<file path="config.mk">
export PLATFORM = sky130hd
export DESIGN_NAME = sw_debounce
export DESIGN_NICKNAME = d
export VERILOG_FILES = /design/src/rtl/sw_debounce.sv
export SDC_FILE = /design/constraint.sdc
export NUM_CORES = 1
export LEC_CHECK = 0
export BUFFER_PORTS_ARGS = -buffer_cell sky130_fd_sc_hd__buf_2
export CAP_MARGIN = 20
export CORE_MARGIN = 2
export CORE_UTILIZATION = 56
export CTS_CLUSTER_DIAMETER = 100
export DETAILED_ROUTE_END_ITERATION = 8
export PLACE_DENSITY = 0.74
export REMOVE_ABC_BUFFERS = 1
export SLEW_MARGIN = 20
export SYNTH_ARGS = -nofsm -noshare
export SYNTH_HDL_FRONTEND = slang
export SYNTH_SLANG_ARGS = --single-unit
</file>
<file path="constraint.sdc">
create_clock -name clk -period 5 [get_ports clk]
set_clock_uncertainty 0.2 [all_clocks]
set_input_delay 0 -clock clk [delete_from_list [all_inputs] [get_ports clk]]
set_output_delay 0 -clock clk [all_outputs]
set_load 0.02 [all_outputs]
</file>
<file path="src/rtl/sw_debounce.sv">
// -----------------------------------------------------------------------------
// sw_debounce
//
// Synchroniser and debouncer for raw board switches and buttons. It sits
// between the board pins and the SoC's switch/button inputs. Each bit has its
// own path: optional polarity inversion, a 2-flop synchroniser, and a
// stability counter. The debounced level follows the synchronised input only
// after the input has disagreed with it for STABLE_CYCLES consecutive cycles.
// A change of the debounced level also emits a one-cycle rise or fall pulse.
//
// Ports:
//   clk        in   1      system clock; all logic runs on the rising edge
//   resetn     in   1      synchronous active-low reset
//   raw_in     in   WIDTH  asynchronous board inputs
//   db_out     out  WIDTH  debounced level
//   rise       out  WIDTH  one-cycle pulse when db_out[i] goes 0->1
//   fall       out  WIDTH  one-cycle pulse when db_out[i] goes 1->0
//   any_change out  1      OR of all rise|fall bits, in the same cycle
//
// Every output comes from a register. No combinational path runs from raw_in
// to any output.
// -----------------------------------------------------------------------------
module sw_debounce #(
    parameter int WIDTH         = 8,
    parameter int STABLE_CYCLES = 500000,
    parameter bit INVERT        = 1'b0,
    parameter int CNT_W         = $clog2(STABLE_CYCLES + 1)
) (
    input  logic             clk,
    input  logic             resetn,
    input  logic [WIDTH-1:0] raw_in,
    output logic [WIDTH-1:0] db_out,
    output logic [WIDTH-1:0] rise,
    output logic [WIDTH-1:0] fall,
    output logic             any_change
);

    // Counter value on which the debounced level flips. The counter stops
    // here, so it can never wrap.
    localparam logic [CNT_W-1:0] LAST = CNT_W'(STABLE_CYCLES - 1);

    logic [WIDTH-1:0] cond_in;
    logic [WIDTH-1:0] s1;
    logic [WIDTH-1:0] s2;
    logic [CNT_W-1:0] cnt      [WIDTH];
    logic [CNT_W-1:0] cnt_next [WIDTH];
    logic [WIDTH-1:0] db_next;
    logic [WIDTH-1:0] rise_next;
    logic [WIDTH-1:0] fall_next;

    // Active-low board switches are flipped here, so the rest of the
    // design always works on active-high levels.
    assign cond_in = INVERT ? ~raw_in : raw_in;

    // Next-state logic for each bit. This logic reads only s2 and never the
    // first synchroniser stage.
    always_comb begin
        db_next   = db_out;
        rise_next = '0;
        fall_next = '0;
        for (int i = 0; i < WIDTH; i++) begin
            cnt_next[i] = '0;
            if (s2[i] != db_out[i]) begin
                if (cnt[i] == LAST) begin
                    db_next[i]   = s2[i];
                    rise_next[i] = s2[i];
                    fall_next[i] = ~s2[i];
                end else begin
                    cnt_next[i] = cnt[i] + 1'b1;
                end
            end
            // When s2 agrees with db_out, the count returns to zero. A glitch
            // therefore throws away all the progress made so far.
        end
    end

    always_ff @(posedge clk) begin
        if (!resetn) begin
            s1         <= '0;
            s2         <= '0;
            db_out     <= '0;
            rise       <= '0;
            fall       <= '0;
            any_change <= 1'b0;
            for (int i = 0; i < WIDTH; i++) begin
                cnt[i] <= '0;
            end
        end else begin
            s1         <= cond_in;
            s2         <= s1;
            db_out     <= db_next;
            rise       <= rise_next;
            fall       <= fall_next;
            any_change <= |(rise_next | fall_next);
            for (int i = 0; i < WIDTH; i++) begin
                cnt[i] <= cnt_next[i];
            end
        end
    end

endmodule

</file>
[Yosys cells after proc, flatten, opt, wreduce, memory -nomap -nowiden]
Memory sizes are Yosys's and may differ from the RTL's.
Cells that the tools add are included.
Word-level totals
  register bits after elaboration: 41
  bits in writable memories: 152
  input port bits: 10
  output and inout port bits: 25
  word-level logic and storage cells: 122
  memories kept: 1
Memories
  cnt: words 8, bits a word 19, rd ports 8, clocked after memory_dff 0, wr ports 8, line 45  | logic [CNT_W-1:0] cnt [WIDTH];
Cells by class
  add/sub/neg operators: 8
  equal/unequal tests: 16
  multiplexer cells: 58
  bitwise logic cells: 17
  reduce and logical (&&, ||, !) cells: 9
Operators with widths (count)
  $mux W19: 24
  $add A19 B1 Y19 const B: 8
  $eq A19 B19 Y1 const B: 8
  $mux W1: 34
  $reduce_and A2 Y1: 8
  $ne A1 B1 Y1: 8
  $not A1 Y1: 8
  $or A1 B1 Y1: 8
  $or A8 B8 Y8: 1
  $reduce_or A8 Y1: 1

[Logic depth before layout (Yosys ltp)]
Gate-level depths: netlist of the first run.
  depth in word-level cells: 5
  gate-level depth with buffers: 6
  depth with buffers taken out: 5

[Worst setup path before layout of the first run]
OpenSTA, ideal clock, no wires.
  kind: reg2reg
  from: mem cnt[0][63] in the netlist's numbering
  to: mem cnt[0][69] in the netlist's numbering
  library setup time: 0.115 ns
  arrival: 1.895 ns
  required time: 4.685 ns
  path slack: 2.789 ns
  stages on the path, launching flop included: 6
  buffers on the path: 1
  period minus slack after synthesis: 2.211 ns
  cell sequence: dfxtp_1 or4b_1 or4_4 o211ai_4 buf_6 nor2_1
RTL lines (line)
  start, declared: 45

==> flow_metrics.py, run 1 <==
metrics = {
    "run_status": {
        "status": "completed",
    },
    "synth": {
        "ys_seq_elements": 193,
        "yosysUniqueCellTypes": 41,
        "synth_top_cell_by_area": "dfxtp_1",
        "ys_warn_count": 0,
        "synth_ff_type": "dfxtp_1",
        "synth_top_area_share": 0.4691,
        "synthTopCellsByArea": "dfxtp_1, nor2_1, xnor2_1",
        "synth_cells": 919,
        "synthArstFlopShare": 0,
        "synth-edff-count": 0,
        "syn_avg_cell_area_um2": 8.963,
        "post-synth-top-count-cell": "dfxtp_1",
        "synth_commonest_cells": "dfxtp_1, nor2_1, nand3_1, a21oi_1, nand2_1",
        "yosysSeqAreaShare": 0.4691,
        "synth_area_um2": 8237,
    },
    "place": {
        "port_buffers": 34,
        "dpl.hpwl_mm": 10.69,
        "placed_area_um2": 8572,
        "gp_congestion": 0.7897,
        "dp_cells": 1122,
    },
    "floorplan": {
        "num_rows": 44,
        "io_pins": 35,
        "core_um2": 14420,
        "die_y_um": 125.3,
        "die-area_um2": 15690,
        "die_x_um": 125.3,
        "initial_core_util": 0.5710,
    },
    "finish": {
        "finalNonFillerCells": 1170,
        "nets": 992,
        "syn2layout_area_growth_pct": 12.67,
        "drive_gt1_frac": 0.08114,
        "design_area_um2": 9280,
        "antenna_cells": 0,
        "final_util": 0.6434,
    },
    "critical_path": {
        "reg2reg_from": "cnt[0][19]",
        "cp-start-kind": "flop",
        "required_ns": 5.09,
        "cp-end-kind": "flop",
        "reg2reg_depth": 5,
        "r2r_slack_ns": 2.50,
        "arrival_ns": 2.58,
        "cp_max_fo": 19,
        "worstSetupPathType": "flop to flop",
        "r2r-end": "cnt[0][29]",
    },
    "min_path": {
        "min-delay-start": "s1[7]",
        "whs_endpoint": "s2[7]",
        "hold_depth": 1,
        "hold_class": "flop to flop",
    },
    "clocking": {
        "post_cts_buffers": 0,
        "cts_tree": "built",
        "htree_levels": 4,
        "clkSlewWorstSetupHoldPaths_ns": 0.07,
        "numCtsBuffers": 17,
        "cts.path.max_buffers": 2,
        "clock-root-buffer": "clkbuf_16",
        "cts.sinks": 193,
        "clock_latency_ns": 0.44,
    },
    "sta": {
        "finalCritPeriodShare": 0.4992,
        "tightest_slew_ns": 0.7638,
        "rsz0062_at_grt": "no",
        "setup_viol": 0,
        "drv_slew": 0,
        "post-route-min-period_ns": 2.496,
        "final_hold_viol_count": 0,
        "fin_tns_setup_ns": 0,
        "maxSlewHeadroom": 0.4886,
        "maxClockFrequency_mhz": 400.6,
    },
    "drt": {
        "drt-total-wl_mm": 16.00,
        "ant_nets": 0,
        "dr.pass1.iters": 4,
        "first_iter_violations": 347,
        "vias": 6529,
        "viasPerCell": 5.580,
        "route.detailed.drc": 0,
        "wl_per_cell_um": 13.67,
    },
    "grt": {
        "overflow": 0,
        "grt_pass1_wl_mm": 27.61,
        "antenna_found_initial": 0,
        "grt_usage": 0.2106,
        "grt_pass1_vias": 5921,
        "grt_start_max_net_pins": 33,
    },
    "power_and_ir_drop": {
        "p_sw_w": 0.0006142,
        "netSwitchingFraction": 0.2165,
        "power_density_nw_per_um2": 305.8,
        "pwr-share-comb": 0.016,
        "cell_internal_pwr_w": 0.002223,
        "power_leakage_nw": 2.862,
        "power_frac_seq": 0.546,
        "total_power_w": 0.002838,
        "peakVddDrop_v": 0.0002633,
        "p_clk_frac": 0.438,
    },
    "job": {
        "max_cap_violations": 0,
    },
}
layer usage:
metal / up-vias / global-route usage / routed length, µm
met5: - / 0 / 0
met4: 0 / 0.09085 / 355
met3: 27 / 0.03937 / 514
met2: 98 / 0.3338 / 7328
met1: 2994 / 0.2834 / 7797
li1: 3410 / - / -
kinds of logic (layout without fill, tap and decap cells):
| group | after synthesis | count (layout) | synth area share |
|---|---|---|---|
| buffers and inverters | 54 | 121 | 0.02749 |
| xor gates and xnor gates | 96 | 96 | 0.1021 |
| and+or+nand+nor | 443 | 443 | 0.2979 |
| DFF | 193 | 193 | 0.4691 |
| AOI/OAI and AO/OA | 125 | 125 | 0.09129 |
| adders and majority gates | 8 | 8 | 0.01215 |
state kept, by name, summed over array words and instances (netlist names):
name,cells
any_change,1
cnt,152
db_out,8
fall,8
rise,8
s1,8
s2,8
through the flow:
stage / worst slack (ns) / hold WS, ns
3_5_place_dp: 2.504 / 0.01033
6_report: 2.504 / 0.2341
3_3_place_gp: 2.589 / 0.01188
5_1_grt: 2.340 / 0.2554
2_1_floorplan: 2.811 / -0.07829
4_1_cts: 2.497 / 0.2342
worst max-delay path by stage:
stage	start	to	slack, ns
2_1_floorplan	cnt[0][63]	cnt[0][59]	2.81
3_3_place_gp	cnt[0][19]	cnt[0][28]	2.59
3_5_place_dp	cnt[0][19]	cnt[0][29]	2.50
4_1_cts	cnt[0][19]	cnt[0][29]	2.50
5_1_grt	cnt[0][19]	cnt[0][23]	2.34
6_report	cnt[0][19]	cnt[0][29]	2.50
cell type report:
| cell class | count | area [µm²] |
|---|---|---|
| repair buffers | 55 | 370.4 |
| flip-flops and latches | 193 | 3864 |
| clock inverters | 12 | 85.08 |
| fillers | 1250 | 5144 |
| multi-input cells | 672 | 4146 |
| inverters | 35 | 131.4 |
| clock buffers | 19 | 452.9 |
| well taps | 184 | 230.2 |
power by group through the flow:
| stage | Combinational (W) | Sequential (W) | Clock [W] |
|---|---|---|---|
| floorplan | 0.0000191 | 0.00158 | 0 |
| global placement | 0.0000336 | 0.00158 | 0 |
| detailed placement | 0.0000341 | 0.00158 | 0 |
| CTS | 0.0000441 | 0.00155 | 0.00127 |
| global route | 0.0000496 | 0.00155 | 0.00133 |
| finish | 0.0000446 | 0.00155 | 0.00124 |
worst max-delay path, stage by stage, from the launching register on:
cell and delay (ns):
dfxtp_1 0.38, ha_1 0.22, nand3_1 0.15, or4b_1 0.65, o21ai_2 0.63, nor2_1 0.12
layout by cell type (no fill, tap or decap), types with 3 or more instances in the layout:
| cell type | instances |
|---|---|
| dfxtp_1 | 193 |
| nor2_1 | 122 |
| nand3_1 | 57 |
| a21oi_1 | 56 |
| nand2_1 | 53 |
| xnor2_1 | 50 |
| xor2_1 | 46 |
| or3_1 | 41 |
| o21ai_0 | 36 |
| inv_1 | 34 |
| buf_2 | 34 |
| nand4_1 | 31 |
| and4_1 | 25 |
| and2_1 | 23 |
| or4_1 | 22 |
| o31ai_1 | 20 |
| nor4_1 | 17 |
| clkbuf_16 | 17 |
| dlygate4sd3_1 | 17 |
| nor4b_1 | 15 |
| nor3_1 | 9 |
| ha_1 | 8 |
| or4b_1 | 7 |
| and3_1 | 4 |
| clkinvlp_4 | 4 |
| clkinv_2 | 4 |
| buf_4 | 4 |
| or4_4 | 3 |
| o211ai_4 | 3 |
| nor4bb_1 | 3 |
| nor3b_1 | 3 |
| o211ai_1 | 3 |
what timing repair did:
item,CTS,global route
hold endpoints to repair,17,0
resized for setup,0,0
hold buffers,17,0
Power figures use the tool's default switching activity.
==> run 2: changes to the inputs <==
Clock period 5 ns to 2.3 ns, I/O delays scaled along.
==> flow_metrics.py, run 2 (same netlist as run 1, synthesis figures left out) <==
metrics = {
    "critical_path": {
        "required_ns": 2.41,
        "worstSetupPathType": "flop to flop",
        "cp_max_fo": 19,
        "cp_top_family": "simple AND/OR/NAND/NOR gates",
        "cp-end-kind": "flop",
        "crit_path_max_incr_delay_ns": 0.59,
        "reg2reg_from": "cnt[1][6]",
        "cp.depth": 5,
        "reg2reg_depth": 5,
        "crit_end": "cnt[1][13]",
        "cp_slowest_cell": "or4_4",
        "cp-start-kind": "flop",
        "r2r_slack_ns": 0.09,
        "crit_buf_inv": 1,
        "arrival_ns": 2.32,
        "startpoint": "cnt[1][6]",
        "r2r-end": "cnt[1][13]",
        "worstPathCellList": "or4b_1, or4_4, o211ai_4, buf_12, a21oi_1",
    },
    "clocking": {
        "clock_latency_ns": 0.43,
        "htree_levels": 4,
        "clock-root-buffer": "clkbuf_16",
        "post_cts_buffers": 0,
        "cts_tree": "built",
        "cts.path.max_buffers": 2,
        "numCtsBuffers": 17,
        "cts.sinks": 193,
        "clkSlewWorstSetupHoldPaths_ns": 0.07,
    },
    "drt": {
        "top_layer_used": "met4",
        "drt-total-wl_mm": 16.22,
        "first_iter_violations": 390,
        "wl_per_cell_um": 13.54,
        "viasPerCell": 5.605,
        "vias": 6715,
        "dr.pass1.iters": 5,
        "wl_met1_mm": 7.916,
        "ant_nets": 0,
        "met2WireLength_mm": 7.393,
        "route.detailed.drc": 0,
        "met3WireLength_um": 673,
    },
    "sta": {
        "rsz0062_at_grt": "no",
        "setup_viol": 0,
        "drv_slew": 0,
        "post-route-min-period_ns": 2.209,
        "timing.final.ws_setup_ns": 0.09137,
        "maxClockFrequency_mhz": 452.8,
        "finalCritPeriodShare": 0.9603,
        "final_hold_viol_count": 0,
        "tightest_slew_ns": 0.5190,
        "maxSlewHeadroom": 0.6492,
        "fin_tns_setup_ns": 0,
    },
    "min_path": {
        "hold_class": "input pin to flop",
        "min-delay-start": "raw_in[1]",
    },
    "place": {
        "gp_congestion": 0.7957,
        "pre_cts_ws_ns": 0.04123,
        "port_buffers": 34,
        "dpl.hpwl_mm": 11.00,
    },
    "floorplan": {
        "die_x_um": 125.3,
        "initial_core_util": 0.5710,
        "core_um2": 14420,
        "io_pins": 35,
        "die-area_um2": 15690,
        "die_y_um": 125.3,
        "num_rows": 44,
    },
    "finish": {
        "largest_reg_flops": 152,
        "drive_gt1_frac": 0.1114,
        "mostFrequentLayoutCells": "dfxtp_1, nor2_1, nand3_1",
        "nets": 1019,
        "final_common_cell": "dfxtp_1",
        "top_register": "cnt",
        "antenna_cells": 0,
        "syn2layout_area_growth_pct": 16.92,
        "nFillCells": 1184,
    },
    "grt": {
        "grt_start_max_net_pins": 20,
        "grt_pass1_vias": 6216,
        "grt_usage": 0.2152,
        "overflow": 0,
        "antenna_found_initial": 0,
        "grt_pass1_wl_mm": 28.26,
    },
    "power_and_ir_drop": {
        "peakVddDrop_v": 0.0005559,
        "power_leakage_nw": 3.054,
        "power_density_nw_per_um2": 690.1,
    },
    "job": {
        "max_cap_violations": 0,
    },
    "run_status": {
        "status": "completed",
    },
}
run 2: how the worst min path moves through the flow:
stage | endpoint | slack [ns] | cells after the start
2_1_floorplan | s1[0] | -0.08 | 1
3_3_place_gp | s1[4] | 0.01 | 2
3_5_place_dp | s1[4] | 0.01 | 2
4_1_cts | s1[7] | 0.11 | 3
5_1_grt | s1[1] | 0.13 | 3
6_report | s1[1] | 0.13 | 3
run 2: area by class of cell:
cell class / count / area (µm²) / area share
clock buffers: 18 / 439.2 / 0.04560
repair buffers: 82 / 603.1 / 0.06262
well taps: 184 / 230.2 / 0.02391
clock inverters: 14 / 205.2 / 0.02131
inverters: 35 / 131.4 / 0.01364
flip-flops and latches: 193 / 3864 / 0.4012
multi-input cells: 672 / 4158 / 0.4317
run 2: report_power, final:
group	switching, W	internal (W)	total (W)
Combinational	0.0000571	0.0000466	0.000104
Sequential	0.0000101	0.00336	0.00337
Clock	0.00131	0.00187	0.00317
run 2: metrics by stage:
step           hold WS, ns  total power (W)    util  cells  area, µm²
3_3_place_gp       0.01126         0.003529  0.6125   1152       8835
6_report            0.1323         0.006646  0.6677   1198       9630
3_5_place_dp       0.01247         0.003530  0.6125   1152       8835
2_1_floorplan     -0.07829         0.003483       -    900       8142
4_1_cts             0.1073         0.006701  0.6674   1198       9627
5_1_grt             0.1252         0.006868  0.6677   1198       9630
run 2: tightest hold or removal path, cell delays in order:
cell and delay [ns]:
dlygate4sd3_1 0.51, buf_2 0.10, and2_1 0.11
run 2: what timing repair did:
action | 4_1_cts | 5_1_grt
hold endpoints to repair | 40 | 0
resized for setup | 1 | 1
endpoints found under the setup margin | 1 | 10
pin swaps | 0 | 0
cloned | 0 | 0
hold buffers | 14 | 0
run 2: routing by layer:
layer  up-vias  track usage
li1       3456            -
met1      3139       0.2836
met2       100       0.3459
met3        20      0.06033
met4         0      0.06601
met5         -            0
==> run 3: changes to the inputs <==
--- a/config.mk
+++ b/config.mk
@@ -14,2 +14,3 @@
 export PLACE_DENSITY = 0.74
+export RECOVER_POWER = 50
 export REMOVE_ABC_BUFFERS = 1
==> constraint.sdc (replaced) <==
create_clock -name clk -period 2.3 [get_ports clk]
set_clock_uncertainty 0.2 [all_clocks]
set_input_delay 0.115 -clock clk [delete_from_list [all_inputs] [get_ports clk]]
set_output_delay 0.115 -clock clk [all_outputs]
set_load 0.02 [all_outputs]
==> flow_metrics.py, run 3 (same netlist as run 1, synthesis figures left out) <==
metrics = {
    "sta": {
        "finalCritPeriodShare": 0.9733,
        "rsz0062_at_grt": "no",
        "setup_viol": 0,
        "maxClockFrequency_mhz": 446.7,
        "post-route-min-period_ns": 2.239,
        "fin_tns_setup_ns": 0,
        "holdWs_ns": 0.2174,
        "drv_slew": 0,
        "final_hold_viol_count": 0,
        "maxSlewHeadroom": 0.6662,
        "tightest_slew_ns": 0.4976,
    },
    "drt": {
        "route.detailed.drc": 0,
        "first_iter_violations": 418,
        "viasPerCell": 5.557,
        "drt-total-wl_mm": 16.38,
        "ant_nets": 0,
        "dr.pass1.iters": 4,
        "wl_per_cell_um": 13.76,
        "vias": 6618,
    },
    "finish": {
        "antenna_cells": 0,
        "syn2layout_area_growth_pct": 15.11,
        "nFillCells": 1220,
        "multi_input_area_um2": 4159,
        "drive_gt1_frac": 0.08143,
        "final_common_cell": "dfxtp_1",
        "nets": 1012,
        "regArea_um2": 3864,
        "top_register": "cnt",
        "largest_reg_flops": 152,
        "mostFrequentLayoutCells": "dfxtp_1, nor2_1, nand3_1",
    },
    "critical_path": {
        "required_ns": 2.47,
        "startpoint": "cnt[1][63]",
        "arrival_ns": 2.41,
        "cp-start-kind": "flop",
        "reg2reg_from": "cnt[1][63]",
        "crit_end": "any_change",
        "reg2reg_depth": 4,
        "cp-end-kind": "flop",
        "r2r-end": "any_change",
        "r2r_slack_ns": 0.06,
        "worstSetupPathType": "flop to flop",
        "cp_max_fo": 5,
    },
    "power_and_ir_drop": {
        "power_frac_seq": 0.525,
        "cell_internal_pwr_w": 0.005117,
        "pwr-share-comb": 0.015,
        "p_clk_frac": 0.459,
        "netSwitchingFraction": 0.2018,
        "power_density_nw_per_um2": 676.2,
        "power_leakage_nw": 2.890,
        "p_sw_w": 0.001294,
        "peakVddDrop_v": 0.0005550,
    },
    "place": {
        "gp_congestion": 0.8086,
        "dpl.hpwl_mm": 11.24,
        "port_buffers": 34,
    },
    "run_status": {
        "status": "completed",
    },
    "grt": {
        "grt_usage": 0.2152,
        "grt_start_max_net_pins": 32,
        "grt_pass1_vias": 6127,
        "grt_pass1_wl_mm": 28.03,
        "overflow": 0,
        "antenna_found_initial": 0,
    },
    "floorplan": {
        "num_rows": 44,
        "die_y_um": 125.3,
        "die_x_um": 125.3,
        "die-area_um2": 15690,
        "core_um2": 14420,
        "io_pins": 35,
        "initial_core_util": 0.5710,
    },
    "clocking": {
        "clkSlewWorstSetupHoldPaths_ns": 0.07,
        "numCtsBuffers": 17,
        "cts.sinks": 193,
        "clock-root-buffer": "clkbuf_16",
        "cts_tree": "built",
        "clock_latency_ns": 0.43,
        "htree_levels": 4,
        "cts.path.max_buffers": 2,
    },
    "job": {
        "max_cap_violations": 0,
    },
    "min_path": {
        "hold_class": "input pin to flop",
    },
}
run 3: cell count changes in the layout (fill, tap and decap cells not counted), sizes merged:
cell         previous run  this run
buf                    68        36
bufinv                  4         2
inv                    36        35
clkinvlp                4         1
dlygate4sd3            14         9
clkbuf                 18        54
run 3: worst min path at each step:
stage | startpoint | end | slack, ns | depth (start not counted)
6_report | raw_in[6] | s1[6] | 0.22 | 3
5_1_grt | raw_in[2] | s1[2] | 0.22 | 3
4_1_cts | raw_in[6] | s1[6] | 0.21 | 3
3_5_place_dp | raw_in[6] | s1[6] | 0.13 | 2
3_3_place_gp | raw_in[6] | s1[6] | 0.12 | 2
2_1_floorplan | resetn | s1[0] | 0.04 | 1
run 3: critical path, cell delays in order (launching register included):
cell and delay, ns:
dfxtp_1 0.33, or4b_1 0.53, or4_4 0.59, o22ai_1 0.33
o41a_1 0.19
run 3: stage by stage:
step / util / power, W / worst slack, ns / std cells / area (µm²)
2_1_floorplan: - / 0.003483 / 0.1112 / 900 / 8142
3_3_place_gp: 0.6123 / 0.003531 / 0.07177 / 1150 / 8832
3_5_place_dp: 0.6123 / 0.003533 / 0.08248 / 1150 / 8832
4_1_cts: 0.6596 / 0.006466 / 0.03383 / 1191 / 9514
5_1_grt: 0.6574 / 0.006596 / 0.001114 / 1191 / 9482
6_report: 0.6574 / 0.006411 / 0.06146 / 1191 / 9482
run 3: power by group through the flow:
stage / clock [W] / sequential (W) / combinational [W]
after floorplan: 0 / 0.00344 / 0.0000415
after global placement: 0 / 0.00344 / 0.0000878
after detailed placement: 0 / 0.00344 / 0.0000893
after CTS: 0.00300 / 0.00337 / 0.000101
after global routing: 0.00312 / 0.00337 / 0.000110
final: 0.00294 / 0.00337 / 0.0000991
run 3: area by class of cell:
type / instances / area share
Multi-Input combinational cell: 672 / 0.4386
Sequential cell: 193 / 0.4075
Timing Repair Buffer: 75 / 0.05331
Clock buffer: 24 / 0.05186
Tap cell: 184 / 0.02428
Inverter: 35 / 0.01386
Clock inverter: 8 / 0.01056
run 3: routing by layer:
metal  GRT usage  vias up  part of all wire  routed length, µm
met2      0.3497       77              0.47               7694
met4     0.08105        0             0.013                214
li1            -     3440                 -                  -
met1      0.2832     3085              0.49               7989
met3     0.04621       16             0.030                486
met5           0        -                 0                  0
run 3: timing repair:
action                                 in CTS  in global routing
setup endpoints to repair                   0                  2
endpoints found under the hold margin      17                  0
hold buffers                                9                  0
setup buffers                               0                  0
resized for setup                           0                  2
